$ cat src/rtl/vlg_gray_conv.sv
// Pipelined binary<->Gray converter (mode per beat), latency PIPE cycles.
// Backpressure: stages collapse bubbles; o_rdy drops only when every stage is full and the output stalls.
module vlg_gray_conv #(
    parameter int DATA_W = 8,
    parameter int PIPE   = 2,
    parameter int CNT_W  = 16
) (
    input  logic              i_clk,
    input  logic              i_rst_n,
    input  logic              i_en,
    output logic              o_rdy,
    input  logic              i_mode,
    input  logic [DATA_W-1:0] i_data,
    output logic              o_vld,
    input  logic              i_rdy,
    output logic [DATA_W-1:0] o_data,
    output logic              o_mode,
    output logic [CNT_W-1:0]  o_cnt
);

    function automatic logic [DATA_W-1:0] gray2bin(input logic [DATA_W-1:0] g);
        logic [DATA_W-1:0] b;
        b = g;
        for (int k = DATA_W - 2; k >= 0; k--) begin
            b[k] = b[k+1] ^ g[k];
        end
        return b;
    endfunction

    logic [DATA_W-1:0] conv_dat;
    logic [PIPE-1:0]   stg_vld;
    logic [PIPE-1:0]   stg_mode;
    logic [DATA_W-1:0] stg_dat [PIPE];
    logic [PIPE-1:0]   can_load;
    logic              full_tail;

    assign conv_dat = i_mode ? gray2bin(i_data) : (i_data ^ (i_data >> 1));

    // A stage can take new contents unless it and everything after it is full and the output is stalled.
    always_comb begin
        can_load  = '0;
        full_tail = 1'b1;
        for (int i = 0; i < PIPE; i++) begin
            full_tail = 1'b1;
            for (int j = i; j < PIPE; j++) begin
                full_tail = full_tail & stg_vld[j];
            end
            can_load[i] = !full_tail || i_rdy;
        end
    end

    for (genvar g = 0; g < PIPE; g++) begin : g_stage
        logic              in_vld;
        logic              in_mode;
        logic [DATA_W-1:0] in_dat;
        logic              vld_q;
        logic              mode_q;
        logic [DATA_W-1:0] dat_q;

        if (g == 0) begin : g_first
            assign in_vld  = i_en;
            assign in_mode = i_mode;
            assign in_dat  = conv_dat;
        end else begin : g_rest
            assign in_vld  = stg_vld[g-1];
            assign in_mode = stg_mode[g-1];
            assign in_dat  = stg_dat[g-1];
        end

        // Payload only moves with a valid beat so o_data/o_mode keep their last value when idle.
        always_ff @(posedge i_clk) begin
            if (!i_rst_n) begin
                vld_q  <= 1'b0;
                mode_q <= 1'b0;
                dat_q  <= '0;
            end else if (can_load[g]) begin
                vld_q <= in_vld;
                if (in_vld) begin
                    mode_q <= in_mode;
                    dat_q  <= in_dat;
                end
            end
        end

        assign stg_vld[g]  = vld_q;
        assign stg_mode[g] = mode_q;
        assign stg_dat[g]  = dat_q;
    end

    always_ff @(posedge i_clk) begin
        if (!i_rst_n) begin
            o_cnt <= '0;
        end else if (o_vld && i_rdy) begin
            o_cnt <= o_cnt + CNT_W'(1);
        end
    end

    assign o_rdy  = can_load[0];
    assign o_vld  = stg_vld[PIPE-1];
    assign o_mode = stg_mode[PIPE-1];
    assign o_data = stg_dat[PIPE-1];

endmodule

$ cat config.mk
export PLATFORM = sky130hd
export DESIGN_NAME = vlg_gray_conv
export DESIGN_NICKNAME = d
export VERILOG_FILES = /design/src/rtl/vlg_gray_conv.sv
export SDC_FILE = /design/constraint.sdc
export NUM_CORES = 1
export LEC_CHECK = 0
export ABC_AREA = 1
export CAP_MARGIN = 25
export CORE_ASPECT_RATIO = 1.5
export CORE_UTILIZATION = 39
export DETAILED_ROUTE_END_ITERATION = 6
export PLACE_DENSITY = 0.77
export SLEW_MARGIN = 10
export SYNTH_ARGS = -nofsm -noshare
export SYNTH_HDL_FRONTEND = slang
export SYNTH_SLANG_ARGS = --single-unit
$ cat constraint.sdc
create_clock -name i_clk -period 2 [get_ports i_clk]
set_input_delay 0.3 -clock i_clk [delete_from_list [all_inputs] [get_ports i_clk]]
set_output_delay 0.3 -clock i_clk [all_outputs]
set_load 0.01 [all_outputs]
==> summary.md, run 1 <==
| Metric | Value |
|---|---|
| Nets | `282` |
| PD cells | `695 nW/um2` |
| Layout Utilization | `0.548` |
| Post-synthesis sequential area ratio | `0.444` |
| Worst skew pair latency | `around 280 ps` |
| Final Hold Vio Count | `0` |
| Status | `finished clean` |
| Initial Util | `0.410` |
| FF+latch count, synth | `36` |
| Diode count | `0` |
| Initial antenna violation count | `0` |
| Largest net degree at the start of global routing | `26` |
| Worst endpoint required time | `1700 ps` |
| Io pins | `40` |
| Post-route design area | `2170 um2` |
| Post-route antenna net violation count | `0` |
| Crit-path cells | `clkdlybuf4s50_1 -> inv_1 -> nand3_1 -> clkdlybuf4s50_1` |
| Crit path from | `i_rdy` |
| Final setup skew | `4.33 ps` |
| Core area | `roughly 4000 um2` |
| Full die area | `4430 um2` |
| Deepest clock path buffer count | `2` |
| Least-Margin Pin Slew | `438 ps` |
| Total CTS buffers | `5` |
| Ys Warns | `0` |
| CP arrival | `1560 ps` |
| Most common cell after layout, fill and taps aside | `nand2_1` |
| Crit-path most repeated cell | `clkdlybuf4s50_1` |
| Hpwl dp | `roughly 2700 um` |
| CP max FO | `3` |
| Post-Syn Nets | `237` |
| Max cap viols | `0` |
| Distinct cells, synth | `27` |
| Static leakage | `between 0.0009 and 0.001 uW` |
| Worst min path class | `reg2reg` |
| Post-route setup TNS | `0 ps` |
| Slowest-stage cell, CP | `clkdlybuf4s50_1` |
| Layout cells sized above 1 | `0.0821` |
| Delay-heaviest family, CP | `buffers and inverters` |
| Pwr Total | `1510 uW` |
| DR pass1 iterations | `4` |
| CTS H-tree lvls | `2` |
| Pre-CTS worst setup slack | `136 ps` |
| Clk sinks | `36` |
| Via count | `1539` |
| Max Slew Vio Count | `0` |
| Routed len/inst | `10.9 um` |
| Syn Std Cell Area | `around 1600 um2` |
| Global-route wire length before repair | `5750 um` |
| Slew HR | `0.708` |
| DR iter-0 viols | `26` |
| Post-Syn Instances | `223` |
| Syn Area/Cell | `a little over 7 um2` |
| Worst Slack Setup Final | `~140 ps` |
| Post-CTS Resized | `0` |
| Period minus WS final | `1860 ps` |
| Root buffer selected by CTS | `clkbuf_8` |
| Critical path buffers and inverters | `3` |
| DP Area | `2070 um2` |
| Final Wtd Congestion | `0.808` |
| PortBufs | `39` |
| Worst r2r src | `o_cnt[0]$_SDFFE_PN0P_` |
| Area added between synthesis and finish | `33.9%` |
| RSZ-0062 raised after global routing | `false` |
| Row cnt | `28` |
| TritonCTS clock tree | `yes` |
| CP startpoint kind | `input port` |
| Most frequent cells in the layout | `nand2_1 (40), clkdlybuf4s50_1 (39), dfxtp_1 (36)` |
| Critical path class | `in2out` |
| Clock transition at the registers of the reported paths | `about 70 ps` |
| Final setup violation count | `0` |
| Remaining DRCs | `0` |
| Worst Setup End Kind | `output port` |
| Max Freq | `539 MHz` |
| Vias in the first global route | `1366` |
| Max incr delay on CP | `560 ps` |
| Max VDD drop | `0.000542 V` |
| GR Util All Layers | `0.181` |
| Post-CTS Setup Bufs | `0` |
| Routed wire length | `3420 um` |
| Final period utilization | `0.928` |
| Die W | `54.7 um` |
| Via density | `4.92` |
| Die Ht | `81.0 um` |
| Hold path start | `g_stage[0].dat_q[6]$_SDFFE_PN0P_` |
| Gr ovfl total | `0` |
| CTS Hold Bufs | `0` |
## cells in the mapped netlist
| cell | number | area (um2) |
|---|---|---|
| xnor2_1 | 1 | 8.76 |
| nand2_2 | 2 | 12.5 |
| nor2_4 | 3 | 33.8 |
| nand2_1 | 40 | 150 |
| buf_2 | 1 | 5.00 |
| nor3_2 | 1 | 10.0 |
| clkinv_2 | 1 | 5.00 |
| o21ai_0 | 25 | 125 |
| nor2_2 | 1 | 6.26 |
| nand3_2 | 1 | 10.0 |
| nor3_1 | 5 | 25.0 |
| inv_1 | 26 | 97.6 |
| o31ai_1 | 1 | 7.51 |
| xor2_1 | 5 | 43.8 |
| nand2_4 | 2 | 22.5 |
| nand3_1 | 10 | 50.1 |
| a21oi_1 | 23 | 115 |
| dfxtp_1 | 36 | 721 |
| ha_1 | 1 | 12.5 |
| nand4_1 | 1 | 6.26 |
| clkinv_1 | 1 | 3.75 |
| clkbuf_1 | 2 | 7.51 |
| nor2_1 | 30 | 113 |
| and3_1 | 1 | 6.26 |
| buf_1 | 1 | 3.75 |
| nand4_2 | 1 | 12.5 |
| o21a_1 | 1 | 7.51 |
## per-stage QoR
stage	cells	hold WS, ps
after floorplan	223	429
after global placement	306	439
after detailed placement	306	450
after CTS	313	459
after global routing	313	491
final	313	455
## flip-flops by register name (all words and copies together), names as in the netlist
name / count
g_stage.dat_q: 8
g_stage.mode_q: 1
g_stage.vld_q: 1
o_cnt: 16
o_data: 8
o_mode: 1
o_vld: 1
## cells by family after synthesis
| logic type | synth area share |
|---|---|
| compound gates | 0.157 |
| xor+xnor | 0.0324 |
| fa+ha+maj | 0.00771 |
| buf+inv | 0.0756 |
| flops | 0.444 |
| simple gates | 0.282 |
## worst reg2reg max path, cell delays in order (launching register included)
cell	delay, ps
dfxtp_1	400
ha_1	200
nand2_1	100
nor2_1	180
nand2_2	90
nor2_4	110
nand2_4	80
nor2_4	90
nand2_2	60
o21ai_0	140
a21oi_1	60
## metal layers
| metal | GRT usage | wire, um | vias to the layer above |
|---|---|---|---|
| met4 | 0.0897 | 72 | 0 |
| met5 | 0 | 0 | - |
| met3 | 0.0412 | 110 | 7 |
| li1 | - | - | 806 |
| met1 | 0.187 | 1340 | 695 |
| met2 | 0.324 | 1900 | 31 |
## worst paths after layout
path,to,slack [ps],cells after the start
worst max-delay path,o_rdy,140,4
worst min-delay path,o_data[6]$_SDFFE_PN0P_,460,2
worst max register to register,o_cnt[14]$_SDFFE_PN0P_,390,10
worst min register to register,o_data[6]$_SDFFE_PN0P_,460,2
## where the power goes
group	switching [uW]	internal (uW)	leakage (uW)
clock network	242	307	0.0000503
logic	101	91.8	0.000571
registers	17.9	749	0.000294
total	361	1150	0.000916
## final cells by class
| class | instances | area (um2) |
|---|---|---|
| Multi-Input combinational cell | 155 | 778 |
| Timing Repair Buffer | 42 | 413 |
| Clock buffer | 7 | 96.3 |
| Fill cell | 382 | 1790 |
| Sequential cell | 36 | 721 |
| Inverter | 28 | 106 |
| Tap cell | 45 | 56.3 |
No activity file was read; power rests on OpenSTA's default activity.
==> inputs of run 2 (changes only) <==
--- a/config.mk
+++ b/config.mk
@@ -11,6 +11,7 @@
 export CORE_UTILIZATION = 39
 export DETAILED_ROUTE_END_ITERATION = 6
 export PLACE_DENSITY = 0.77
+export RECOVER_POWER = 50
 export SLEW_MARGIN = 10
 export SYNTH_ARGS = -nofsm -noshare
 export SYNTH_HDL_FRONTEND = slang
==> run 2 against run 1 <==
Net effect:
- worst setup slack about the same
- flip-flop and latch count unchanged
- largest power group unchanged
- clock-buffer cell count is the same
- critical path depth did not move
- sequential share of layout area rose by 0.12 points
- power shrank 0.49%
- die area unchanged
- clock power hardly changed
- critical path type unchanged
- routed wire length shrank 0.29%
- maximum frequency about the same
- register-to-register slack barely moved
==> summary.md, run 2 (synthesis gave the netlist of run 1 again) <==
| Metric | Value |
|---|---|
| Worst r2r src | `o_cnt[0]$_SDFFE_PN0P_` |
| Routed wire length | `3410 um (-0.29%)` |
| Post-CTS Resized | `0 (unchanged)` |
| Row cnt | `28 (unchanged)` |
| Final setup skew | `3.85 ps (-0.483 ps)` |
| FF-to-FF End | `o_cnt[14]$_SDFFE_PN0P_` |
| Full die area | `4430 um2 (unchanged)` |
| Gr ovfl total | `0 (unchanged)` |
| Initial Util | `0.410 (unchanged)` |
| Most flops, register | `o_cnt` |
| Worst R2R Path Depth | `10 (unchanged)` |
| PortBufs | `39 (unchanged)` |
| Die Ht | `81.0 um (unchanged)` |
| Worst endpoint required time | `1700 ps (about the same)` |
| DR pass1 iterations | `4 (unchanged)` |
| Layout Utilization | `0.546 (-0.00190)` |
| Die W | `54.7 um (unchanged)` |
| CP arrival | `1560 ps (about the same)` |
| Most common cell after layout, fill and taps aside | `nand2_1` |
| Diode count | `0 (unchanged)` |
| Largest net degree at the start of global routing | `26 (unchanged)` |
| Io pins | `40 (unchanged)` |
| Critical path depth | `4 (unchanged)` |
| Worst skew pair latency | `280 ps (about the same)` |
| Global-route wire length before repair | `5750 um (unchanged)` |
| Initial antenna violation count | `0 (unchanged)` |
| Slew HR | `0.437 (-0.271)` |
| Final Hold Vio Count | `0 (unchanged)` |
| Via density | `4.91 (about the same)` |
| Via count | `1538 (-0.065%)` |
| DR iter-0 viols | `22 (-15%)` |
| Clk sinks | `36 (unchanged)` |
| Post-route setup TNS | `0 ps (unchanged)` |
| Root buffer selected by CTS | `clkbuf_8` |
| Worst Setup End Kind | `output port` |
| Worst Hold Path EP | `o_data[6]$_SDFFE_PN0P_` |
| Period minus WS final | `1860 ps (+0.439 ps)` |
| Max Slew Vio Count | `0 (unchanged)` |
| Final period utilization | `0.929 (about the same)` |
| Worst min path class | `reg2reg` |
| Finished Layout Cells | `313 (unchanged)` |
| CP startpoint kind | `input port` |
| Core area | `3960 um2 (unchanged)` |
| Max Freq | `538 MHz (about the same)` |
| Post-CTS Setup Bufs | `0 (unchanged)` |
| Post-route antenna net violation count | `0 (unchanged)` |
| PD cells | `694 nW/um2 (-0.14%)` |
| CTS Hold Bufs | `0 (unchanged)` |
| Final Wtd Congestion | `0.808 (unchanged)` |
| Critical path buffers and inverters | `3 (unchanged)` |
| Clock transition at the registers of the reported paths | `70 ps (about the same)` |
| R2R setup slack | `390 ps (about the same)` |
| Max VDD drop | `0.000544 V (+0.32%)` |
| Hpwl dp | `2660 um (unchanged)` |
| Total CTS buffers | `5 (unchanged)` |
| Hold Path Depth | `2 (unchanged)` |
| Final setup violation count | `0 (unchanged)` |
| Vias in the first global route | `1366 (unchanged)` |
| Crit-path cells | `clkdlybuf4s50_1 -> inv_1 -> nand3_1 -> clkdlybuf4s50_1` |
| Most frequent cells in the layout | `nand2_1 (40), dfxtp_1 (36), nor2_1 (30)` |
| Deepest clock path buffer count | `2 (unchanged)` |
| RSZ-0062 raised after global routing | `false` |
| Max incr delay on CP | `560 ps (about the same)` |
| Critical path class | `in2out` |
| Routed len/inst | `10.9 um (-0.29%)` |
| Max cap viols | `0 (unchanged)` |
| Delay-heaviest family, CP | `buffers and inverters` |
| Largest register FFs | `16 (unchanged)` |
| Layout cells sized above 1 | `0.0746 (-0.00746)` |
| Area added between synthesis and finish | `33.4%` |
| Least-Margin Pin Slew | `844 ps (+407 ps)` |
| Remaining DRCs | `0 (unchanged)` |
| CTS H-tree lvls | `2 (unchanged)` |
| Hold path start | `g_stage[0].dat_q[6]$_SDFFE_PN0P_` |
| TritonCTS clock tree | `yes` |
| Placed cell count | `306 (unchanged)` |
| Nets | `282 (unchanged)` |
| Static leakage | `0.000941 uW (+2.7%)` |
| CP max FO | `3 (unchanged)` |
| Status | `finished clean` |
| Crit-path most repeated cell | `clkdlybuf4s50_1` |
| Slowest-stage cell, CP | `clkdlybuf4s50_1` |
| GR Util All Layers | `0.181 (unchanged)` |
[run 2: changes by cell type in the layout (fill, tap and decap cells not counted)]
cell / previous run / this run
dlygate4sd3_1: 0 / 12
clkdlybuf4s50_1: 39 / 27
clkbuf_1: 0 / 2
buf_4: 3 / 1
[run 2: how the worst max path moves through the flow]
stage	from	endpoint
floorplan	o_cnt[0]$_SDFFE_PN0P_	o_cnt[14]$_SDFFE_PN0P_
global placement	i_rdy	o_rdy
detailed placement	i_rdy	o_rdy
CTS	i_rdy	o_rdy
global route	i_rst_n	o_cnt[14]$_SDFFE_PN0P_
finish	i_rdy	o_rdy
[run 2: per-stage QoR]
| stage | instance area, um2 | power (uW) | setup slack [ps] | hold WS [ps] |
|---|---|---|---|---|
| 6_report | 2160 | 1500 | 143 | 457 |
| 5_1_grt | 2160 | 1570 | 75.4 | 496 |
| 4_1_cts | 2170 | 1520 | 133 | 459 |
| 3_5_place_dp | 2070 | 977 | 136 | 450 |
| 3_3_place_gp | 2070 | 971 | 161 | 439 |
| 2_1_floorplan | 1620 | 886 | 482 | 429 |
[run 2: report_power, final]
group / total [uW] / switching [uW] / leakage (uW) / internal [uW]
sequential: 767 / 17.4 / 0.000294 / 749
clock: 549 / 242 / 0.0000503 / 307
combinational: 186 / 101 / 0.000596 / 85.6
total: 1500 / 360 / 0.000941 / 1140
[run 2: area by class of cell]
class                           count  area [um2]
Inverter                           28         106
Timing Repair Buffer               42         405
Fill cell                         383        1800
Clock buffer                        7        96.3
Sequential cell                    36         721
Multi-Input combinational cell    155         778
Tap cell                           45        56.3
[run 2: worst register-to-register path: cells and delay by family (launching register included)]
kind	cells	cell delay [ps]
AO/OA/AOI/OAI	2	200
adder cells (fa/ha/maj)	1	200
flip-flops	1	400
AND/OR/NAND/NOR	7	700
[run 2: per-layer routing]
metal | global-route usage | up-vias | wire [um]
met1 | 0.187 | 689 | 1340
met5 | 0 | - | 0
met3 | 0.0412 | 7 | 116
met2 | 0.324 | 35 | 1880
li1 | - | 807 | -
met4 | 0.0897 | 0 | 72
==> inputs of run 3 (changes only) <==
--- a/config.mk
+++ b/config.mk
@@ -8,9 +8,9 @@
 export ABC_AREA = 1
 export CAP_MARGIN = 25
 export CORE_ASPECT_RATIO = 1.5
-export CORE_UTILIZATION = 39
+export CORE_UTILIZATION = 44
 export DETAILED_ROUTE_END_ITERATION = 6
-export PLACE_DENSITY = 0.77
+export PLACE_DENSITY = 0.86
 export RECOVER_POWER = 50
 export SLEW_MARGIN = 10
 export SYNTH_ARGS = -nofsm -noshare
==> constraint.sdc (replaced) <==
create_clock -name i_clk -period 1.6 [get_ports i_clk]
set_input_delay 0.24 -clock i_clk [delete_from_list [all_inputs] [get_ports i_clk]]
set_output_delay 0.24 -clock i_clk [all_outputs]
set_load 0.01 [all_outputs]
==> run 3 against run 2 <==
Net effect:
- via count is 5.6% higher
- first-iteration DRC count is 36% higher
- core utilization is 13 points higher
- global-route usage is 2.5 points higher
- worst hold slack worse by 3.9 ps
- die area is 11% lower
- register-to-register slack worse by 270 ps
- non-clock buffer count is 20 higher
- largest power group unchanged
- highest routed layer unchanged
==> summary.md, run 3 (synthesis gave the netlist of run 1 again) <==
| Metric | Value |
|---|---|
| Status | `finished clean` |
| Final Wtd Congestion | `0.823 (+1.8%)` |
| Placed cell count | `323 (+5.6%)` |
| Root buffer selected by CTS | `clkbuf_8` |
| Core area | `3450 um2 (-13%)` |
| Max Slew Vio Count | `0 (unchanged)` |
| Max Freq | `656 MHz` |
| Max VDD drop | `0.000926 V (+70%)` |
| Clock transition at the registers of the reported paths | `70 ps (about the same)` |
| Crit-path cells | `clkdlybuf4s50_1` |
| Post-CTS Setup Bufs | `0 (unchanged)` |
| CP startpoint kind | `flip-flop` |
| Most common cell after layout, fill and taps aside | `nand2_1` |
| Vias in the first global route | `1508 (+10%)` |
| Worst skew pair latency | `290 ps (about the same)` |
| Max cap viols | `0 (unchanged)` |
| Layout Utilization | `0.675 (+0.128)` |
| Total CTS buffers | `5 (unchanged)` |
| Row cnt | `26 (-7.1%)` |
| Max incr delay on CP | `570 ps (about the same)` |
| Initial Util | `0.470 (+0.0606)` |
| Post-route design area | `2330 um2 (+7.6%)` |
| Largest register FFs | `16 (unchanged)` |
| Multi-input logic area | `791 um2 (+1.6%)` |
| Final setup skew | `2.21 ps (-1.64 ps)` |
| Routed wire length | `3510 um (+2.8%)` |
| Via count | `1624 (+5.6%)` |
| Fillers | `308 (-20%)` |
| Area added between synthesis and finish | `43.5%` |
| Remaining DRCs | `0 (unchanged)` |
| Initial antenna violation count | `0 (unchanged)` |
| Pre-CTS worst setup slack | `-153 ps (-288 ps)` |
| Via density | `4.92 (+0.15%)` |
| Die W | `51.6 um (-5.6%)` |
| CTS Hold Bufs | `0 (unchanged)` |
| Diode count | `0 (unchanged)` |
| Critical path buffers and inverters | `1 (-2)` |
| Global-route wire length before repair | `6120 um (+6.5%)` |
| Die Ht | `76.4 um (-5.7%)` |
| DR iter-0 viols | `30 (+36%)` |
| TritonCTS clock tree | `yes` |
| Final Hold Vio Count | `0 (unchanged)` |
| Most flops, register | `o_cnt` |
| Delay-heaviest family, CP | `buffers and inverters` |
| Critical path class | `reg2out` |
| Clk sinks | `36 (unchanged)` |
| Slowest-stage cell, CP | `clkdlybuf4s50_1` |
| Hpwl dp | `2640 um (-0.58%)` |
| Routed len/inst | `10.6 um (-2.5%)` |
| Nets | `302 (+7.1%)` |
| Finished Layout Cells | `330 (+5.4%)` |
| CP max FO | `6 (+3)` |
| Static leakage | `0.00100 uW (+6.3%)` |
| GR Util All Layers | `0.206 (+0.0248)` |
| Worst min path class | `reg2reg` |
| Layout cells sized above 1 | `0.146 (+0.0712)` |
| Final setup violation count | `0 (unchanged)` |
| DR pass1 iterations | `4 (unchanged)` |
| PortBufs | `39 (unchanged)` |
| Full die area | `3940 um2 (-11%)` |
| Worst Setup End Kind | `output port` |
| Most frequent cells in the layout | `nand2_1 (39), clkdlybuf4s50_1 (37), dfxtp_1 (35)` |
| DP Area | `2230 um2 (+7.7%)` |
| CTS H-tree lvls | `2 (unchanged)` |
| PD cells | `831 nW/um2 (+20%)` |
| Post-route antenna net violation count | `0 (unchanged)` |
| Period minus WS final | `1520 ps` |
| Io pins | `40 (unchanged)` |
| Largest net degree at the start of global routing | `17 (-35%)` |
| Post-route setup TNS | `0 ps (unchanged)` |
| Final period utilization | `0.952` |
| Worst Slack Setup Final | `76.5 ps (-66.4 ps)` |
| Slew HR | `0.735 (+0.298)` |
| Register area | `722 um2 (+0.17%)` |
| Gr ovfl total | `0 (unchanged)` |
| CP arrival | `1280 ps (-280 ps)` |
| Worst endpoint required time | `1360 ps (-340 ps)` |
| Deepest clock path buffer count | `2 (unchanged)` |
| Least-Margin Pin Slew | `397 ps (-447 ps)` |
## run 3: cell count changes in the layout (fill, tap and decap cells not counted), sizes merged
cell,previous run,this run
dlygate4sd3,12,0
dlygate4sd2,0,1
clkdlybuf4s50,27,37
clkbuf,9,11
buf,1,19
clkdlybuf4s25,0,1
## run 3: final timing paths
path | start | end | slack (ps) | cells after the start
setup / recovery | o_cnt[11]$_SDFFE_PN0P_ | o_cnt[11] | 80 | 1
setup reg to reg | o_cnt[1]$_SDFFE_PN0P_ | o_cnt[14]$_SDFFE_PN0P_ | 120 | 10
hold / removal | g_stage[0].dat_q[6]$_SDFFE_PN0P_ | g_stage[0].dat_q[6]$_SDFFE_PN0P_ | 450 | 2
hold reg to reg | g_stage[0].dat_q[6]$_SDFFE_PN0P_ | g_stage[0].dat_q[6]$_SDFFE_PN0P_ | 450 | 2
## run 3: layout make-up
| class | instances | share of cell area |
|---|---|---|
| multi-input cells | 155 | 0.340 |
| flip-flops and latches | 36 | 0.310 |
| repair buffers | 62 | 0.240 |
| inverters | 28 | 0.0457 |
| clock buffers | 7 | 0.0414 |
| well taps | 42 | 0.0226 |
## run 3: routing by layer
layer / global-route usage / vias up / share of wire
met5: 0 / - / 0
met2: 0.370 / 31 / 0.56
met3: 0.0679 / 6 / 0.031
met1: 0.197 / 740 / 0.39
met4: 0.108 / 0 / 0.021
li1: - / 847 / -
## run 3: where the power goes
part	switching, uW	internal, uW	total, uW
Clock	312	383	695
Combinational	135	146	281
Sequential	20.5	937	957
## run 3: repair_timing
item	in CTS	in global routing
gates resized for setup	1	7
pin swaps	0	1
endpoints found under the setup margin	1	5
## run 3: through the flow
stage	total power [uW]	hold WS, ps
floorplan	1110	378
global placement	1250	438
detailed placement	1260	449
CTS	1950	459
global route	2020	493
finish	1930	453
